### config.mk
export PLATFORM = sky130hd
export DESIGN_NAME = sort_hw_instr_loader
export DESIGN_NICKNAME = d
export VERILOG_FILES = /design/src/rtl/sort_hw_instr_loader.sv
export SDC_FILE = /design/constraint.sdc
export NUM_CORES = 1
export LEC_CHECK = 0
export ABC_AREA = 1
export CORE_MARGIN = 2
export CORE_UTILIZATION = 56
export DETAILED_ROUTE_END_ITERATION = 16
export PLACE_DENSITY = 0.82
export SYNTH_ARGS = -nofsm -noshare
export SYNTH_HDL_FRONTEND = slang
export SYNTH_SLANG_ARGS = --single-unit
### constraint.sdc
create_clock -name clk -period 3.1 [get_ports clk]
set_clock_uncertainty 0.1 [all_clocks]
set_input_delay 0.62 -clock clk [delete_from_list [all_inputs] [get_ports clk]]
set_output_delay 0.62 -clock clk [all_outputs]
set_load 0.01 [all_outputs]
### src/rtl/sort_hw_instr_loader.sv
// Boot image loader: packs a byte stream little-endian into 32-bit words and writes them to instruction RAM.
// Latency: a word is written one cycle after its 4th byte (or s_last byte) is accepted; done follows one cycle after the final write.
// Backpressure: s_ready is high only in LOAD, so each word costs one stall cycle; no bytes are taken once done or overflowed.
module sort_hw_instr_loader #(
    parameter int ADDR_W = 10,
    parameter int DEPTH  = 1024
) (
    input  logic              clk,
    input  logic              reset_n,
    input  logic              start,
    input  logic [ADDR_W-1:0] base_addr,
    input  logic              s_valid,
    output logic              s_ready,
    input  logic [7:0]        s_data,
    input  logic              s_last,
    output logic [ADDR_W-1:0] ram_address,
    output logic              ram_chipselect,
    output logic              ram_write,
    output logic [3:0]        ram_byteenable,
    output logic [31:0]       ram_writedata,
    output logic              busy,
    output logic              done,
    output logic              err_overflow,
    output logic [ADDR_W:0]   words_written,
    output logic [31:0]       checksum
);

    localparam logic [ADDR_W-1:0] LAST_ADDR = ADDR_W'(DEPTH - 1);

    typedef enum logic [1:0] {S_IDLE, S_LOAD, S_WRITE, S_DONE} state_t;

    state_t            state_q, state_d;
    logic [ADDR_W-1:0] addr_q, addr_hold_q;
    logic [31:0]       buf_q, data_hold_q, sum_q, wr_data;
    logic [3:0]        mask_q;
    logic [1:0]        lane_q;
    logic              last_q, full_q, err_q;
    logic [ADDR_W:0]   words_q;
    logic              hs, word_end, start_ok;

    assign hs       = s_valid && s_ready;
    assign word_end = hs && ((lane_q == 2'd3) || s_last);
    assign start_ok = start && ((state_q == S_IDLE) || (state_q == S_DONE));
    assign wr_data  = buf_q & {{8{mask_q[3]}}, {8{mask_q[2]}}, {8{mask_q[1]}}, {8{mask_q[0]}}};

    always_comb begin
        state_d = state_q;
        case (state_q)
            S_IDLE, S_DONE: if (start) state_d = S_LOAD;
            // full_q means LAST_ADDR is already written: a further word overflows instead of wrapping
            S_LOAD:         if (word_end) state_d = full_q ? S_DONE : S_WRITE;
            S_WRITE:        state_d = last_q ? S_DONE : S_LOAD;
            default:        state_d = S_IDLE;
        endcase
    end

    always_ff @(posedge clk or negedge reset_n) begin
        if (!reset_n) begin
            state_q     <= S_IDLE;
            addr_q      <= '0;
            addr_hold_q <= '0;
            buf_q       <= '0;
            data_hold_q <= '0;
            mask_q      <= '0;
            lane_q      <= '0;
            last_q      <= 1'b0;
            full_q      <= 1'b0;
            err_q       <= 1'b0;
            words_q     <= '0;
            sum_q       <= '0;
        end else begin
            state_q <= state_d;
            if (start_ok) begin
                addr_q  <= base_addr;
                buf_q   <= '0;
                mask_q  <= '0;
                lane_q  <= '0;
                last_q  <= 1'b0;
                full_q  <= 1'b0;
                err_q   <= 1'b0;
                words_q <= '0;
                sum_q   <= '0;
            end else if (state_q == S_LOAD) begin
                if (hs) begin
                    buf_q[{lane_q, 3'b000} +: 8] <= s_data;
                    mask_q[lane_q]               <= 1'b1;
                    lane_q                       <= lane_q + 2'd1;
                    if (s_last) last_q <= 1'b1;
                end
                if (word_end && full_q) err_q <= 1'b1;
            end else if (state_q == S_WRITE) begin
                sum_q       <= sum_q + wr_data;
                words_q     <= words_q + 1'b1;
                addr_hold_q <= addr_q;
                data_hold_q <= wr_data;
                buf_q       <= '0;
                mask_q      <= '0;
                lane_q      <= '0;
                if (addr_q == LAST_ADDR) full_q <= 1'b1;
                else                     addr_q <= addr_q + 1'b1;
            end
        end
    end

    always_comb begin
        s_ready        = (state_q == S_LOAD);
        busy           = (state_q == S_LOAD) || (state_q == S_WRITE);
        done           = (state_q == S_DONE);
        ram_chipselect = (state_q == S_WRITE);
        ram_write      = (state_q == S_WRITE);
        ram_byteenable = (state_q == S_WRITE) ? mask_q  : 4'b0000;
        ram_address    = (state_q == S_WRITE) ? addr_q  : addr_hold_q;
        ram_writedata  = (state_q == S_WRITE) ? wr_data : data_hold_q;
        err_overflow   = err_q;
        words_written  = words_q;
        checksum       = sum_q;
    end

endmodule

==> impl_metrics.json <==
{
  "outcome": "finished clean",
  "die_area_sq_mm": 0.0170,
  "cts_tree": "built",
  "synth_cells": 1302,
  "leakage_uw": 0.00587,
  "die_h_um": 130,
  "crit_end": "ram_address[5]",
  "vias": 8776,
  "drive_gt1_share_pct": 5.87,
  "rr_worst_depth": 9,
  "core_area_sq_mm": 0.0157,
  "startpoint": "state_q[0]",
  "cts.path.max_buffers": 2,
  "track_usage_pct": 30.3,
  "grt_overflow": 0,
  "synth_edf_count": 0,
  "synth.avg_cell_area_sq_um": 6.85,
  "setup_tns_ns": 0,
  "rr_endpoint": "buf_q[11]",
  "grt_pass1_wl_um": 40200,
  "postCtsHoldBufs": 0,
  "setup_ws_ns": 0.130,
  "synth_ff_type": "dfrtp_1",
  "dpl_worst_slack_ns": 0.208,
  "cts_buffers": 17,
  "port_buffers": 117,
  "dpl-instance-area_sq_mm": 0.0103,
  "grt_start_max_net_pins": 69,
  "rows": 46,
  "finalHoldViolCount": 0,
  "root_buffer": "clkbuf_16",
  "timing.final.crit_share_pct": 95.8,
  "antenna_cells": 0,
  "critPathKind": "register to output port",
  "drtAntennaViolNets": 0,
  "required_ns": 2.38,
  "synth_seq_cells": 138,
  "h-tree-depth": 4,
  "grt_pass1_vias": 8288,
  "n_fill_cell": 1330,
  "fin_nets": 1483,
  "synth.yosys.seq_area_share_pct": 38.7,
  "critPathMaxFanout": 16,
  "rrSetupSlack_ns": 0.31,
  "arrival_ns": 2.25,
  "dp_hpwl_um": 18200,
  "hold_class": "input port to async pin",
  "synthArstFlopShare_pct": 100,
  "drt-initial-drc-count": 713,
  "drtPass1Iterations": 6,
  "synth_area_sq_mm": 0.00892,
  "synth_nets": 1366,
  "holdWs_ns": 0.0762,
  "finish.utilization_pct": 69.9,
  "start_util_pct": 56.8,
  "endpoint_kind": "output port",
  "critPathLaunchType": "register",
  "clk_latency_ns": 0.43,
  "finalInstanceArea_sq_mm": 0.0110,
  "grt_antenna_before_repair": 0,
  "power.density_mw_per_mm2": 619,
  "yosysWarnings": 0,
  "synth.distinct_cells": 42,
  "wl_um": 24600,
  "max_freq_mhz": 337,
  "clkTransAtPathRegs_ns": 0.06,
  "r2r-start": "state_q[1]",
  "layout_min_cycle_time_ns": 2.97,
  "avgRoutedWirePerCell_um": 14.9,
  "drv_cap": 0,
  "die_w_um": 130,
  "area_growth_pct": 23.0,
  "ir_drop_mv": 0.546,
  "avgViaCountPerCell": 5.33,
  "max_slew_margin_pct": 50.0,
  "slew_viol_final": 0,
  "setup-violations-final": 0,
  "worstMarginPinSlew_ns": 0.750,
  "ios": 118,
  "remaining_drc_errors": 0,
  "cts_sinks": 138,
  "gp_congestion": 0.958
}
-- metal layers --
metal | global-route usage, % | vias up | routed length (um)
li1 | - | 4345 | -
met1 | 38.7 | 4049 | 10200
met2 | 50.3 | 321 | 12100
met3 | 6.72 | 61 | 1570
met4 | 12.1 | 0 | 744
met5 | 0 | - | 0
-- flip-flops by register name, indices dropped and copies added, names as in the netlist, 4 cells and up --
name,flops
addr_hold_q,10
words_written,11
mask_q,4
checksum,32
addr_q,10
data_hold_q,32
buf_q,32
-- cells by family after synthesis --
group / count (synthesis) / synth area share (%)
fa+ha+maj: 41 / 5.83
simple gates: 613 / 28.4
buf+inv: 288 / 12.6
compound gates: 218 / 14.1
flops: 138 / 38.7
xor+xnor: 4 / 0.393
-- cells in the mapped netlist (2+ instances only) --
cell | n | share of area (%)
a21oi_1 | 43 | 2.4
a22o_1 | 2 | 0.20
a31oi_1 | 2 | 0.14
and3_1 | 2 | 0.14
buf_2 | 11 | 0.62
buf_6 | 2 | 0.25
clkbuf_1 | 20 | 0.84
clkinv_1 | 4 | 0.17
dfrtp_1 | 138 | 39
ha_1 | 40 | 5.6
inv_1 | 246 | 10
inv_2 | 2 | 0.084
nand2_1 | 455 | 19
nand2_2 | 5 | 0.35
nand2_4 | 3 | 0.38
nand3_1 | 52 | 2.9
nand3_2 | 4 | 0.45
nand3b_1 | 3 | 0.25
nand4_1 | 6 | 0.42
nor2_1 | 60 | 2.5
nor2_2 | 5 | 0.35
nor3_1 | 7 | 0.39
nor3_2 | 2 | 0.22
nor4_1 | 2 | 0.14
o21ai_0 | 79 | 4.4
o21ai_1 | 11 | 0.62
o21ai_2 | 6 | 0.59
o21bai_1 | 3 | 0.25
o22ai_1 | 50 | 3.5
o31ai_1 | 19 | 1.6
or2_2 | 5 | 0.35
xnor2_1 | 3 | 0.29
-- worst min-delay path by stage --
stage / end / startpoint / depth (start not counted) / slack [ns]
6_report: data_hold_q[11] / reset_n / 1 / 0.08
5_1_grt: data_hold_q[2] / reset_n / 1 / 0.13
4_1_cts: data_hold_q[2] / reset_n / 1 / 0.11
3_5_place_dp: err_overflow / err_overflow / 2 / 0.39
3_3_place_gp: words_written[2] / words_written[2] / 1 / 0.40
2_1_floorplan: addr_hold_q[0] / reset_n / 0 / 0.22
-- metrics by stage --
step                power [uW]  instances
detailed placement        4620       1613
CTS                       6780       1643
finish                    6790       1646
global placement          4590       1613
global route              7150       1646
floorplan                 3840       1302
-- report_power, final --
part | switching [uW] | internal [uW]
Sequential | 264 | 2050
Clock | 797 | 1320
Combinational | 1540 | 812
-- layout by cell type (no fill, tap or decap), types with 3 or more instances in the layout --
cell type | synthesis | layout
bufinv_16 | 0 | 3
o21ai_1 | 11 | 12
nor3_1 | 7 | 7
nand3_1 | 52 | 52
o21ai_0 | 79 | 78
inv_1 | 246 | 246
dfrtp_1 | 138 | 138
or2_2 | 5 | 5
nand3b_1 | 3 | 3
clkbuf_8 | 0 | 3
xnor2_1 | 3 | 3
nand2_1 | 455 | 455
nor2_1 | 60 | 60
nand3_2 | 4 | 4
nand4_1 | 6 | 6
clkinv_4 | 1 | 4
nand2_4 | 3 | 3
o21bai_1 | 3 | 3
clkinv_1 | 4 | 4
dlymetal6s2s_1 | 0 | 4
o31ai_1 | 19 | 19
nand2_2 | 5 | 5
clkdlybuf4s50_1 | 0 | 112
nor2_2 | 5 | 5
buf_4 | 1 | 12
a21oi_1 | 43 | 43
ha_1 | 40 | 39
o21ai_2 | 6 | 6
clkbuf_16 | 0 | 17
o22ai_1 | 50 | 50
-- timing repair --
item,CTS,global route
hold endpoints to repair,0,0
gates resized for setup,1,5
buffers inserted,0,3
endpoints found under the setup margin,12,21
pin swaps,0,0
-- layout make-up --
class	count	area (sq um)	share of cell area, %
flip-flops and latches	138	3450	31.5
clock buffers	20	467	4.25
clock inverters	10	143	1.30
multi-input cells	876	4360	39.7
repair buffers	132	1320	12.0
inverters	254	963	8.78
well taps	216	270	2.46
-- critical path, stage by stage (launching register included) --
cell             delay (ns)
dfrtp_1                0.39
inv_1                  0.09
ha_4                   0.22
buf_4                  0.19
o21ai_0                0.31
clkdlybuf4s50_1        0.62
Power figures use the tool's default switching activity.
